### config.mk
export PLATFORM = sky130hd
export DESIGN_NAME = uart_tx_slave_flat
export DESIGN_NICKNAME = d
export VERILOG_FILES = /design/src/rtl/uart_tx_slave_if.sv /design/src/rtl/uart_tx_slave.sv /design/src/flat_wrapper.sv
export SDC_FILE = /design/constraint.sdc
export NUM_CORES = 1
export LEC_CHECK = 0
export CAP_MARGIN = 40
export CORE_MARGIN = 5
export CORE_UTILIZATION = 45
export DETAILED_ROUTE_END_ITERATION = 6
export PLACE_DENSITY = 0.77
export SETUP_SLACK_MARGIN = 0.15
export SLEW_MARGIN = 40
export SYNTH_ARGS = -nofsm -noshare
export SYNTH_HDL_FRONTEND = slang
export SYNTH_SLANG_ARGS = --single-unit
### constraint.sdc
create_clock -name clk -period 7.85 [get_ports clk]
set_clock_uncertainty 0.15 [all_clocks]
set_input_delay 0.785 -clock clk [delete_from_list [all_inputs] [get_ports clk]]
set_output_delay 0.785 -clock clk [all_outputs]
set_load 0.1 [all_outputs]
### src/rtl/uart_tx_slave_if.sv
`default_nettype none
// ============================================================================
// Module      : uart_tx_slave_if
// Description : CPU data-memory bus bundle (ce/we/addr/sel/data) between a
//               bus master and the uart_tx_slave responder.
// Revision    : 1.0 - initial release
// ============================================================================
interface uart_tx_slave_if;
    logic        ce;      // bus select for the responder
    logic        we;      // 1 = write, 0 = read
    logic [31:0] addr;    // byte address
    logic [3:0]  sel;     // byte enables
    logic [31:0] data_i;  // write data, master to responder
    logic [31:0] data_o;  // read data, responder to master

    modport master (
        output ce, we, addr, sel, data_i,
        input  data_o
    );

    modport slave (
        input  ce, we, addr, sel, data_i,
        output data_o
    );
endinterface
`default_nettype wire

### src/rtl/uart_tx_slave.sv
`default_nettype none
// ============================================================================
// Module      : uart_tx_slave
// Description : Memory-mapped 8N1 UART transmitter. The CPU pushes bytes into
//               a transmit FIFO through TXDATA; a per-bit baud counter and a
//               START/DATA/STOP frame machine serialise them onto tx. A level
//               interrupt reports an empty, idle transmitter.
//               Register map (addr[3:2]):
//                 0 TXDATA  : write pushes data_i[7:0], reads 0
//                 1 STATUS  : {count[3:0], ovf, empty, full, busy}; write 1
//                             to bit 3 clears ovf
//                 2 BAUDDIV : clock cycles per bit, 16 bits
//                 3 CTRL    : bit0 tx_en, bit1 int_en
// Revision    : 1.0 - initial release
// ============================================================================
module uart_tx_slave #(
    parameter int          FIFO_DEPTH  = 8,       // power of two, 2..16
    parameter logic [15:0] DEFAULT_DIV = 16'd434  // BAUDDIV reset value
) (
    input  wire            clk,
    input  wire            rst,     // asynchronous, active low
    uart_tx_slave_if.slave bus,
    output logic           tx,
    output logic           tx_int
);

    // ------------------------------------------------------------------------
    // Constants
    // ------------------------------------------------------------------------
    localparam int C_PTR_W = (FIFO_DEPTH > 1) ? $clog2(FIFO_DEPTH) : 1;
    // One extra bit so a completely full FIFO is distinguishable from empty.
    localparam int C_CNT_W = C_PTR_W + 1;
    localparam logic [C_CNT_W-1:0] C_FULL_CNT = C_CNT_W'(FIFO_DEPTH);

    localparam logic [1:0] C_REG_TXDATA = 2'd0;
    localparam logic [1:0] C_REG_STATUS = 2'd1;
    localparam logic [1:0] C_REG_BAUD   = 2'd2;
    localparam logic [1:0] C_REG_CTRL   = 2'd3;

    typedef enum logic [1:0] {
        ST_IDLE  = 2'd0,
        ST_START = 2'd1,
        ST_DATA  = 2'd2,
        ST_STOP  = 2'd3
    } state_t;

    // ------------------------------------------------------------------------
    // Registers and next-state values
    // ------------------------------------------------------------------------
    logic [7:0]         fifo_q [FIFO_DEPTH];
    logic [C_PTR_W-1:0] wr_ptr_q, wr_ptr_d;
    logic [C_PTR_W-1:0] rd_ptr_q, rd_ptr_d;
    logic [C_CNT_W-1:0] count_q,  count_d;
    logic               ovf_q,    ovf_d;
    logic [15:0]        baud_q,   baud_d;
    logic               tx_en_q,  tx_en_d;
    logic               int_en_q, int_en_d;

    state_t             state_q,  state_d;
    logic [15:0]        cnt_q,    cnt_d;     // cycles left in current bit
    logic [2:0]         bit_q,    bit_d;     // data bit index
    logic [7:0]         shift_q,  shift_d;   // byte being transmitted
    logic [15:0]        div_q,    div_d;     // divider latched for the frame
    logic               tx_q,     tx_d;
    logic               tx_int_q, tx_int_d;

    // ------------------------------------------------------------------------
    // Combinational wires
    // ------------------------------------------------------------------------
    logic        w_wr;
    logic        w_wr_txdata;
    logic        w_wr_status;
    logic        w_wr_baud;
    logic        w_wr_ctrl;
    logic        w_empty;
    logic        w_full;
    logic        w_busy;
    logic        w_pop;
    logic        w_push;
    logic        w_push_drop;
    logic        w_can_start;
    logic        w_bit_end;
    logic [15:0] w_div_eff;
    logic [7:0]  w_head;
    logic [3:0]  w_count4;
    logic [31:0] w_rdata;
    logic        w_unused;

    // ------------------------------------------------------------------------
    // Bus decode: every write is qualified by ce, we and sel[0]
    // ------------------------------------------------------------------------
    assign w_wr        = bus.ce & bus.we & bus.sel[0];
    assign w_wr_txdata = w_wr & (bus.addr[3:2] == C_REG_TXDATA);
    assign w_wr_status = w_wr & (bus.addr[3:2] == C_REG_STATUS);
    assign w_wr_baud   = w_wr & (bus.addr[3:2] == C_REG_BAUD);
    assign w_wr_ctrl   = w_wr & (bus.addr[3:2] == C_REG_CTRL);

    // Bits of the bus that the register map never looks at.
    assign w_unused = &{1'b0, bus.addr[31:4], bus.addr[1:0], bus.sel[3:1],
                        bus.data_i[31:16]};

    // ------------------------------------------------------------------------
    // FIFO status
    // ------------------------------------------------------------------------
    assign w_empty  = (count_q == '0);
    assign w_full   = (count_q == C_FULL_CNT);
    assign w_busy   = (state_q != ST_IDLE);
    assign w_head   = fifo_q[rd_ptr_q];
    assign w_count4 = 4'(count_q);

    // A pop in the same cycle frees the slot, so a push into a full FIFO
    // only fails when nothing is leaving.
    assign w_push      = w_wr_txdata & (~w_full | w_pop);
    assign w_push_drop = w_wr_txdata & w_full & ~w_pop;

    // A zero divider would stall the bit counter; treat it as one.
    assign w_div_eff   = (baud_q == 16'd0) ? 16'd1 : baud_q;
    assign w_can_start = tx_en_q & ~w_empty;
    assign w_bit_end   = (cnt_q == 16'd0);

    // FIFO pointer and occupancy update
    always_comb begin
        wr_ptr_d = wr_ptr_q;
        rd_ptr_d = rd_ptr_q;
        count_d  = count_q;
        if (w_push) begin
            wr_ptr_d = wr_ptr_q + C_PTR_W'(1);
        end
        if (w_pop) begin
            rd_ptr_d = rd_ptr_q + C_PTR_W'(1);
        end
        case ({w_push, w_pop})
            2'b10:   count_d = count_q + C_CNT_W'(1);
            2'b01:   count_d = count_q - C_CNT_W'(1);
            default: count_d = count_q;
        endcase
    end

    // Control/status register writes; an overflowing push wins over a clear
    always_comb begin
        baud_d   = baud_q;
        tx_en_d  = tx_en_q;
        int_en_d = int_en_q;
        ovf_d    = ovf_q;
        if (w_wr_baud) begin
            baud_d = bus.data_i[15:0];
        end
        if (w_wr_ctrl) begin
            tx_en_d  = bus.data_i[0];
            int_en_d = bus.data_i[1];
        end
        if (w_push_drop) begin
            ovf_d = 1'b1;
        end else if (w_wr_status && bus.data_i[3]) begin
            ovf_d = 1'b0;
        end
    end

    // Frame machine: next state, bit timing, serial data and pop request
    always_comb begin
        state_d = state_q;
        cnt_d   = cnt_q;
        bit_d   = bit_q;
        shift_d = shift_q;
        div_d   = div_q;
        tx_d    = tx_q;
        w_pop   = 1'b0;

        case (state_q)
            ST_IDLE: begin
                tx_d = 1'b1;
                if (w_can_start) begin
                    w_pop   = 1'b1;
                    shift_d = w_head;
                    div_d   = w_div_eff;
                    cnt_d   = w_div_eff - 16'd1;
                    state_d = ST_START;
                    tx_d    = 1'b0;
                end
            end

            ST_START: begin
                if (w_bit_end) begin
                    cnt_d   = div_q - 16'd1;
                    bit_d   = 3'd0;
                    state_d = ST_DATA;
                    tx_d    = shift_q[0];
                end else begin
                    cnt_d = cnt_q - 16'd1;
                end
            end

            ST_DATA: begin
                if (w_bit_end) begin
                    cnt_d = div_q - 16'd1;
                    if (bit_q == 3'd7) begin
                        state_d = ST_STOP;
                        tx_d    = 1'b1;
                    end else begin
                        bit_d = bit_q + 3'd1;
                        tx_d  = shift_q[bit_q + 3'd1];
                    end
                end else begin
                    cnt_d = cnt_q - 16'd1;
                end
            end

            ST_STOP: begin
                if (w_bit_end) begin
                    // Chain straight into the next start bit when more data
                    // is waiting, so back-to-back frames have no idle gap.
                    if (w_can_start) begin
                        w_pop   = 1'b1;
                        shift_d = w_head;
                        div_d   = w_div_eff;
                        cnt_d   = w_div_eff - 16'd1;
                        state_d = ST_START;
                        tx_d    = 1'b0;
                    end else begin
                        state_d = ST_IDLE;
                        tx_d    = 1'b1;
                    end
                end else begin
                    cnt_d = cnt_q - 16'd1;
                end
            end

            default: begin
                state_d = ST_IDLE;
                tx_d    = 1'b1;
            end
        endcase
    end

    // Interrupt request: empty FIFO and idle transmitter, sampled one cycle late
    always_comb begin
        tx_int_d = int_en_q & w_empty & ~w_busy;
    end

    // Combinational read mux
    always_comb begin
        w_rdata = 32'd0;
        if (bus.ce && !bus.we) begin
            case (bus.addr[3:2])
                C_REG_STATUS: w_rdata = {24'd0, w_count4, ovf_q, w_empty, w_full, w_busy};
                C_REG_BAUD:   w_rdata = {16'd0, baud_q};
                C_REG_CTRL:   w_rdata = {30'd0, int_en_q, tx_en_q};
                default:      w_rdata = 32'd0;
            endcase
        end
    end

    assign bus.data_o = w_rdata;

    // FIFO storage; contents need no reset because the pointers are flushed
    always_ff @(posedge clk) begin
        if (w_push) begin
            fifo_q[wr_ptr_q] <= bus.data_i[7:0];
        end
    end

    // State registers with asynchronous active-low reset
    always_ff @(posedge clk or negedge rst) begin
        if (!rst) begin
            wr_ptr_q <= '0;
            rd_ptr_q <= '0;
            count_q  <= '0;
            ovf_q    <= 1'b0;
            baud_q   <= DEFAULT_DIV;
            tx_en_q  <= 1'b0;
            int_en_q <= 1'b0;
            state_q  <= ST_IDLE;
            cnt_q    <= 16'd0;
            bit_q    <= 3'd0;
            shift_q  <= 8'd0;
            div_q    <= 16'd1;
            tx_q     <= 1'b1;
            tx_int_q <= 1'b0;
        end else begin
            wr_ptr_q <= wr_ptr_d;
            rd_ptr_q <= rd_ptr_d;
            count_q  <= count_d;
            ovf_q    <= ovf_d;
            baud_q   <= baud_d;
            tx_en_q  <= tx_en_d;
            int_en_q <= int_en_d;
            state_q  <= state_d;
            cnt_q    <= cnt_d;
            bit_q    <= bit_d;
            shift_q  <= shift_d;
            div_q    <= div_d;
            tx_q     <= tx_d;
            tx_int_q <= tx_int_d;
        end
    end

    assign tx     = tx_q;
    assign tx_int = tx_int_q;

endmodule
`default_nettype wire

### src/flat_wrapper.sv
// flat-port wrapper written by rule: the top's interface ports become plain ports
module uart_tx_slave_flat 
#(
    parameter int          FIFO_DEPTH  = 8,                             
    parameter logic [15:0] DEFAULT_DIV = 16'd434                        
)
  (clk, rst, tx, tx_int, bus_ce, bus_we, bus_addr, bus_sel, bus_data_i, bus_data_o);
  uart_tx_slave_if bus_i ();
  input  wire clk;
  input  wire rst;
  output logic tx;
  output logic tx_int;
  input wire logic [$bits(bus_i.ce)-1:0] bus_ce;
  input wire logic [$bits(bus_i.we)-1:0] bus_we;
  input wire logic [$bits(bus_i.addr)-1:0] bus_addr;
  input wire logic [$bits(bus_i.sel)-1:0] bus_sel;
  input wire logic [$bits(bus_i.data_i)-1:0] bus_data_i;
  output wire logic [$bits(bus_i.data_o)-1:0] bus_data_o;
  assign bus_i.ce = bus_ce;
  assign bus_i.we = bus_we;
  assign bus_i.addr = bus_addr;
  assign bus_i.sel = bus_sel;
  assign bus_i.data_i = bus_data_i;
  assign bus_data_o = bus_i.data_o;
  uart_tx_slave #(.FIFO_DEPTH(FIFO_DEPTH), .DEFAULT_DIV(DEFAULT_DIV)) u_core (.clk(clk), .rst(rst), .bus(bus_i), .tx(tx), .tx_int(tx_int));
endmodule
==> impl_metrics.csv, run 1 <==
group,metric,value,unit
outcome,outcome,"completed",
run,cap_violations,0,
synth,synth_seq_cells,140,
drt,ant_nets,0,
sta,hold_viol,0,
global_route,antenna_found_initial,0,
critical_path,crit_path_start_kind,"primary input",
place,globalplace.congestion,0.853,
die,chipWidth,137,um
place,placed_area,7790,um2
cells_and_area,fin_area,8340,um2
critical_path,crit_path_max_fanout,10,
place,dp_hpwl,11000,um
sta,fin_crit_sh,0.460,
synth,ys.flop_type,"dfrtp_1",
clocking,htreeDepth,4,
pwr,p_total,0.00308,W
synth,syn_area_per_cell,11.9,um2
clocking,clockRootBuffer,"clkbuf_16",
sta,fin_ws,4.24,ns
cells_and_area,area_growth,14.0,%
sta,slew_headroom,0.488,
synth,netlist_area,7310,um2
drt,avgViaCountPerCell,5.73,
drt,routed_wl,15700,um
clocking,worstSkewPairLatency,0.42,ns
cells_and_area,final.fill_count,1343,
critical_path,cp-end-kind,"primary output",
place,port-buffer-count,40,
pwr,p_per_area,369,nW/um2
clocking,clock_sinks,140,
drt,wire_per_inst,17.8,um
sta,fmax,277,MHz
clocking,clk_pin_slew,0.06,ns
place,place_ws,4.27,ns
drt,vias,5046,
pwr,ir_worst_vdd,0.153,mV
synth,yosys_warnings,0,
critical_path,cp.required,6.91,ns
synth,synth.largest_area_cell,"edfxtp_1",
global_route,overflow,0,
sta,drv_slew,0,
die,coreArea,15900,um2
die,die_h,137,um
synth,ys_top_cells_by_area,"edfxtp_1 (26%), dfrtp_1 (24%), mux4_2 (5.5%)",
clocking,post-cts-setup-buffers,0,
synth,syn_inst,612,
sta,rsz0062_at_grt,"no",
min_path,min-delay-path-class,"in -> async",
die,ios,106,
drt,drc,0,
global_route,grt_first_pass_wirelength,26600,um
cells_and_area,finish.utilization,0.523,
cells_and_area,diodes,0,
sta,setup-violations-final,0,
global_route,grtUsageTotal,0.179,
die,rows,46,
clocking,cts_made_buffers,17,
global_route,grt_pass1_vias,5166,
sta,fin_setup_tns,0,ns
global_route,grt_max_degree,77,
synth,async_reset_ff_frac,0.543,
synth,synthDistinctLibCells,68,
drt,dr.pass1.iters,5,
sta,tightest_slew,0.762,ns
clocking,clockBufferDepth,2,
drt,drt_iter0_drc,469,
sta,fin_crit,3.61,ns
critical_path,worstSetupPathType,"in -> out",
synth,synth-edff-count,64,
cells_and_area,fin_nets,738,
die,dieArea,18900,um2
clocking,post_cts_resized,0,
critical_path,crit_arrival,2.68,ns
die,initial_core_util,0.459,
clocking,postCtsHoldBufs,0,
pwr,p_leak,3.23,nW
cells_and_area,drive_gt1_frac,0.211,
synth,synth_top_area_frac,0.263,
clocking,cts_tree,"built",
synth,ys_seq_area_frac,0.524,
-- critical path: stages --
cell and delay, ns:
clkdlybuf4s50_1 0.64, nor2b_1 0.50, a22oi_1 0.14, nor2_1 0.14, buf_2 0.45
-- registers in the layout (all words and copies together) (netlist names), 2 cells and up --
name             count
u_core.wr_ptr_q      3
u_core.state_q       2
u_core.fifo_q       64
u_core.count_q       4
u_core.bit_q         3
u_core.div_q        16
u_core.cnt_q        16
u_core.rd_ptr_q      3
u_core.baud_q       16
u_core.shift_q       8
-- through the flow --
| stage | std cells | hold WS (ns) |
|---|---|---|
| 5_1_grt | 880 | 0.298 |
| 4_1_cts | 880 | 0.275 |
| 3_5_place_dp | 848 | 0.323 |
| 3_3_place_gp | 848 | 0.310 |
| 2_1_floorplan | 627 | 0.295 |
| 6_report | 880 | 0.241 |
-- per-layer routing --
| metal | routed length [um] | up-vias | GRT usage | share of wire |
|---|---|---|---|---|
| met3 | 903 | 23 | 0.0318 | 0.058 |
| met4 | 223 | 0 | 0.0565 | 0.014 |
| met2 | 7700 | 190 | 0.292 | 0.49 |
| met5 | 0 | - | 0 | 0 |
| met1 | 6880 | 2516 | 0.246 | 0.44 |
| li1 | - | 2317 | - | - |
-- cell families (layout without fill, tap and decap cells) --
kind of cell	count (synthesis)	in the layout	synth area share
compound gates	106	106	0.0975
flops	140	140	0.524
mux	64	64	0.130
buf+inv	61	98	0.0423
simple gates	184	184	0.130
other cells	1	16	0.000513
fa+ha+maj	15	15	0.0267
xor+xnor	41	41	0.0491
-- where the power goes --
part           switching, W  total (W)  internal, W
logic              0.000649    0.00117     0.000524
registers          0.000235    0.00117     0.000930
clock network      0.000327   0.000741     0.000415
-- final cells by class --
cell class | instances | area (um2) | area share
clock inverters | 15 | 129 | 0.0155
well taps | 216 | 270 | 0.0324
inverters | 15 | 56.3 | 0.00675
clock buffers | 17 | 425 | 0.0510
multi-input cells | 426 | 3230 | 0.387
flip-flops and latches | 140 | 3830 | 0.460
repair buffers | 51 | 394 | 0.0473
-- cell usage in the layout (no fill, tap or decap), drive strengths merged, types with 11 or more instances in the layout --
cell,instances
nor4,14
inv,23
edfxtp,64
ha,14
clkdlybuf4s50,21
xor2,15
o21ai,29
nand2,55
xnor2,26
a21oi,15
nor2,45
mux2,35
nor3,18
mux4,18
conb,16
buf,30
mux2i,11
and2,11
dfrtp,69
clkbuf,17
-- worst paths after layout --
path | endpoint | slack [ns] | cells past startpoint | from
min in group clk | u_core.shift_q[4]$_DFFE_PN0P_ | 0.33 | 2 | u_core.shift_q[4]$_DFFE_PN0P_
max in group asynchronous | u_core.rd_ptr_q[0]$_DFFE_PN0P_ | 6.77 | 1 | rst
setup / recovery | bus_data_o[5] | 4.24 | 5 | bus_addr[2]
hold / removal | u_core.div_q[13]$_DFFE_PN0P_ | 0.24 | 1 | rst
setup reg to reg | u_core.count_q[3]$_DFFE_PN0P_ | 4.30 | 14 | u_core.cnt_q[0]$_DFF_PN0_
hold reg to reg | u_core.shift_q[4]$_DFFE_PN0P_ | 0.33 | 2 | u_core.shift_q[4]$_DFFE_PN0P_
-- cell usage after synthesis, drive strengths merged, types with 3 or more instances --
master / count
nor4: 14
dfstp: 7
mux4: 18
a22o: 3
o221ai: 3
o22ai: 9
a22oi: 10
dfrtp: 69
a21o: 4
or4: 8
nand2: 55
xnor2: 26
a21oi: 15
mux2i: 11
nor3: 18
edfxtp: 64
buf: 25
o21ai: 29
inv: 15
a2bb2oi: 4
or3: 6
or2: 3
mux2: 35
o211ai: 5
a32oi: 4
clkbuf: 21
o31ai: 3
nand2b: 6
a31oi: 4
ha: 14
nor4b: 4
nand3: 6
nor2: 45
and2: 11
xor2: 15
(Power assumes the default switching activity.)
==> run 2, diff against run 1 <==
Clock period 7.85 ns to 3.7 ns, I/O delays scaled along.
==> impl_metrics.csv, run 2 (synthesis results as in run 1) <==
group,metric,value,unit
sta,fin_setup_tns,0,ns
critical_path,crit_arrival,3.49,ns
cells_and_area,largest-register,"u_core.fifo_q",
place,globalplace.congestion,0.875,
cells_and_area,area_growth,16.5,%
die,chipWidth,137,um
clocking,htreeDepth,4,
clocking,clock_sinks,140,
drt,dr.pass1.iters,5,
die,die_h,137,um
die,coreArea,15900,um2
global_route,overflow,0,
drt,drt_iter0_drc,390,
sta,tightest_slew,0.798,ns
critical_path,worstSetupPathType,"reg -> reg",
drt,routed_wl,16600,um
pwr,p_leak,3.31,nW
cells_and_area,largest_reg_flops,64,
drt,avgViaCountPerCell,5.66,
cells_and_area,drive_gt1_frac,0.222,
clocking,clockRootBuffer,"clkbuf_16",
clocking,cts_tree,"built",
sta,setup-violations-final,0,
sta,hold_viol,0,
min_path,min-delay-path-class,"reg -> reg",
place,dp_hpwl,11300,um
sta,fin_crit_sh,0.888,
drt,drc,0,
global_route,grt_max_degree,77,
place,place_ws,0.469,ns
global_route,grtUsageTotal,0.183,
clocking,cts_made_buffers,17,
cells_and_area,layout_common_cells,"dfrtp_1 (68), edfxtp_1 (64), nand2_1 (54)",
global_route,grt_pass1_vias,5052,
clocking,clk_pin_slew,0.06,ns
global_route,antenna_found_initial,0,
clocking,worstSkewPairLatency,0.43,ns
sta,fmax,304,MHz
critical_path,crit_path_max_fanout,5,
cells_and_area,diodes,0,
outcome,outcome,"completed",
drt,ant_nets,0,
sta,slew_headroom,0.468,
sta,drv_slew,0,
die,rows,46,
run,cap_violations,0,
global_route,grt_first_pass_wirelength,26500,um
pwr,ir_worst_vdd,0.406,mV
critical_path,crit_path_start_kind,"register",
die,initial_core_util,0.459,
cells_and_area,fin_nets,749,
die,dieArea,18900,um2
cells_and_area,final_common_cell,"dfrtp_1",
place,port-buffer-count,40,
sta,fin_crit,3.29,ns
clocking,clockBufferDepth,2,
cells_and_area,final.fill_count,1330,
clocking,post_cts_resized,0,
critical_path,cp-end-kind,"register",
die,ios,106,
sta,fin_ws,0.413,ns
sta,rsz0062_at_grt,"no",
drt,wire_per_inst,18.6,um
drt,vias,5039,
critical_path,cp.required,3.90,ns
clocking,post-cts-setup-buffers,0,
pwr,p_per_area,798,nW/um2
==> run 2: changes by cell type in the layout (fill, tap and decap cells not counted), sizes merged <==
cell,change
bufinv,+2
dlygate4sd3,+1
inv,-1
clkinv,-1
buf,+10
==> run 2: path summary, 6_finish.rpt <==
| path | end | startpoint | depth (start not counted) | slack (ns) |
|---|---|---|---|---|
| worst min register to register | u_core.shift_q[4]$_DFFE_PN0P_ | u_core.shift_q[4]$_DFFE_PN0P_ | 2 | 0.34 |
| min in group asynchronous | u_core.div_q[14]$_DFFE_PN0P_ | rst | 2 | 0.38 |
| worst min-delay path | u_core.shift_q[4]$_DFFE_PN0P_ | u_core.shift_q[4]$_DFFE_PN0P_ | 2 | 0.34 |
| worst max-delay path | u_core.count_q[3]$_DFFE_PN0P_ | u_core.cnt_q[0]$_DFF_PN0_ | 14 | 0.41 |
| worst max register to register | u_core.count_q[3]$_DFFE_PN0P_ | u_core.cnt_q[0]$_DFF_PN0_ | 14 | 0.41 |
| max in group asynchronous | u_core.rd_ptr_q[0]$_DFFE_PN0P_ | rst | 2 | 2.49 |
==> run 2: critical path, cell delays in order (launching register included) <==
cell	delay [ns]
dfrtp_1	0.42
inv_1	0.10
ha_1	0.18
or3b_1	0.42
nor3_4	0.20
a31oi_1	0.17
nor2_4	0.18
nand2_1	0.14
inv_2	0.12
ha_1	0.24
a21o_1	0.18
a21oi_1	0.28
nor3_1	0.10
a22o_1	0.20
a21oi_1	0.15
==> run 2: metal layers <==
metal  up-vias  wire length [um]  global-route usage
met5         -                 0                   0
met4         0               344              0.0793
met3        30               980              0.0332
met2       179              8160               0.297
met1      2495              7120               0.240
li1       2335                 -                   -
==> run 2: what timing repair did <==
item / in CTS / in global routing
hold buffers: 1 / 0
endpoints found under the setup margin: 0 / 0
endpoints found under the hold margin: 69 / 0
==> run 2: power breakdown <==
group | leakage, nW | switching [W] | internal [W] | total (W)
Sequential | 1.52 | 0.000506 | 0.00197 | 0.00248
Combinational | 1.49 | 0.00140 | 0.00117 | 0.00257
Clock | 0.292 | 0.000727 | 0.00102 | 0.00174
Total | 3.30 | 0.00264 | 0.00416 | 0.00680
==> run 2: cell type report <==
cell class / count / area (um2) / area share
clock buffers: 17 / 425 / 0.0499
clock inverters: 15 / 180 / 0.0212
inverters: 15 / 56.3 / 0.00661
multi-input cells: 426 / 3230 / 0.379
flip-flops and latches: 140 / 3830 / 0.450
well taps: 216 / 270 / 0.0317
repair buffers: 62 / 519 / 0.0610
==> run 2: metrics by stage <==
stage	utilization	hold WS [ns]	std cells	area [um2]	power, W
floorplan	-	-0.0756	627	7370	0.00440
global placement	0.496	0.307	858	7900	0.00492
detailed placement	0.496	0.306	858	7900	0.00503
CTS	0.534	0.343	891	8520	0.00680
global route	0.534	0.363	891	8520	0.00716
finish	0.534	0.338	891	8520	0.00680
==> run 3, diff against run 2 <==
Settings changed: CORE_MARGIN 5 to 4.
==> impl_metrics.csv, run 3 (synthesis results as in run 1) <==
group,metric,value,unit
pwr,clkPwrFrac,0.248,
cells_and_area,final_common_cell,"dfrtp_1",
clocking,htreeDepth,4,
critical_path,cp.required,3.85,ns
die,chipWidth,135,um
critical_path,cp-end-kind,"register",
pwr,p_leak,3.29,nW
drt,routed_wl,16200,um
sta,slew_headroom,0.477,
critical_path,r2r-start,"u_core.cnt_q[0]$_DFF_PN0_",
clocking,clk_pin_slew,0.07,ns
global_route,antenna_found_initial,0,
run,cap_violations,0,
min_path,hp-start,"u_core.shift_q[5]$_DFFE_PN0P_",
die,die_h,135,um
drt,drt_iter0_drc,545,
global_route,grt_pass1_vias,5045,
clocking,postCtsHoldBufs,1,
critical_path,worstPathCellList,"inv_1 > ha_1 > or3b_1 > nor3_4 > a31oi_1 > nor2_4 > nand2_1 > inv_2 > ha_1 > a21o_1 > a21oi_1 > nor2_1 > a221oi_1 > a21oi_1",
critical_path,crit_family,"simple AND/OR/NAND/NOR gates",
sta,tightest_slew,0.785,ns
clocking,clockBufferDepth,2,
pwr,p_sw,0.00266,W
drt,wire_per_inst,18.3,um
critical_path,cp_num_buf_inv,2,
cells_and_area,layout_common_cells,"dfrtp_1 (69), edfxtp_1 (64), nand2_1 (54)",
pwr,p_int,0.00404,W
sta,fin_setup_tns,0,ns
critical_path,crit_path_start_kind,"register",
critical_path,cpMaxStageDelayCell,"or3b_1",
global_route,overflow,0,
cells_and_area,fin_nets,747,
sta,fin_crit_sh,0.888,
clocking,clockRootBuffer,"clkbuf_16",
drt,vias,5019,
place,place_inst,856,
pwr,swShare,0.397,
cells_and_area,drive_gt1_frac,0.218,
die,dieArea,18400,um2
clocking,cts_made_buffers,17,
clocking,clock_sinks,140,
place,port-buffer-count,40,
cells_and_area,final.fill_count,1313,
die,ios,106,
drt,avgViaCountPerCell,5.65,
sta,hold_viol,0,
drt,ant_nets,0,
place,dp_hpwl,11300,um
cells_and_area,largest_reg_flops,64,
cells_and_area,diodes,0,
critical_path,crit_path_max_fanout,5,
clocking,post-cts-setup-buffers,0,
sta,setup-violations-final,0,
drt,dr.pass1.iters,5,
sta,fin_crit,3.28,ns
outcome,outcome,"completed",
critical_path,worstSetupPathType,"reg -> reg",
clocking,cts_tree,"built",
clocking,worstSkewPairLatency,0.43,ns
cells_and_area,largest-register,"u_core.fifo_q",
die,rows,46,
global_route,grtUsageTotal,0.188,
cells_and_area,area_growth,16.1,%
global_route,grt_max_degree,77,
pwr,p_per_area,789,nW/um2
place,globalplace.congestion,0.899,
cells_and_area,fin_cells,889,
pwr,seqPwrFrac,0.366,
sta,fmax,304,MHz
sta,rsz0062_at_grt,"no",
sta,drv_slew,0,
drt,drc,0,
pwr,ir_worst_vdd,0.487,mV
min_path,min-delay-path-class,"reg -> reg",
critical_path,cp-startpoint,"u_core.cnt_q[0]$_DFF_PN0_",
clocking,post_cts_resized,0,
critical_path,crit_arrival,3.44,ns
global_route,grt_first_pass_wirelength,26800,um
critical_path,max_stage_delay,0.43,ns
pwr,comb_power_share,0.386,
die,initial_core_util,0.460,
die,coreArea,15900,um2
-- run 3: tightest hold or removal path: stages, from the launching register on --
cell     delay, ns
dfrtp_1       0.34
nand2_1       0.05
o21ai_0       0.06
-- run 3: cell type report --
cell class	instances	area, um2	area share
inverters	15	56.3	0.00663
clock buffers	17	425	0.0501
well taps	216	270	0.0318
multi-input cells	426	3230	0.381
flip-flops and latches	140	3830	0.451
clock inverters	15	170	0.0200
repair buffers	60	504	0.0594
-- run 3: power groups by stage --
stage	logic (W)	registers, W	clock network (W)
after global placement	0.00247	0.00244	0
after detailed placement	0.00255	0.00247	0
final	0.00258	0.00245	0.00166
after floorplan	0.00210	0.00230	0
after global routing	0.00283	0.00251	0.00177
after CTS	0.00257	0.00245	0.00169
-- run 3: worst paths after layout --
path | slack (ns) | to | cells after the start
max in group asynchronous | 2.50 | u_core.cnt_q[12]$_DFF_PN0_ | 2
max reg2reg | 0.42 | u_core.count_q[3]$_DFFE_PN0P_ | 14
min reg2reg | 0.33 | u_core.shift_q[5]$_DFFE_PN0P_ | 2
max | 0.42 | u_core.count_q[3]$_DFFE_PN0P_ | 14
min | 0.33 | u_core.shift_q[5]$_DFFE_PN0P_ | 2
min in group asynchronous | 0.38 | u_core.cnt_q[5]$_DFF_PN0_ | 2
-- run 3: metal layers --
metal  share of wire  GRT usage
met3           0.065     0.0386
met4           0.017     0.0711
met5               0          0
met2            0.49      0.303
met1            0.43      0.252
-- run 3: metrics by stage --
stage          setup WS [ns]   util  cell area [um2]  total power, W  hold slack [ns]
2_1_floorplan          0.337      -             7370         0.00440          -0.0756
3_3_place_gp           0.563  0.497             7890         0.00491            0.311
3_5_place_dp           0.436  0.496             7890         0.00502            0.300
4_1_cts                0.413  0.534             8490         0.00670            0.335
5_1_grt                0.174  0.534             8490         0.00711            0.372
6_report               0.416  0.534             8490         0.00670            0.331
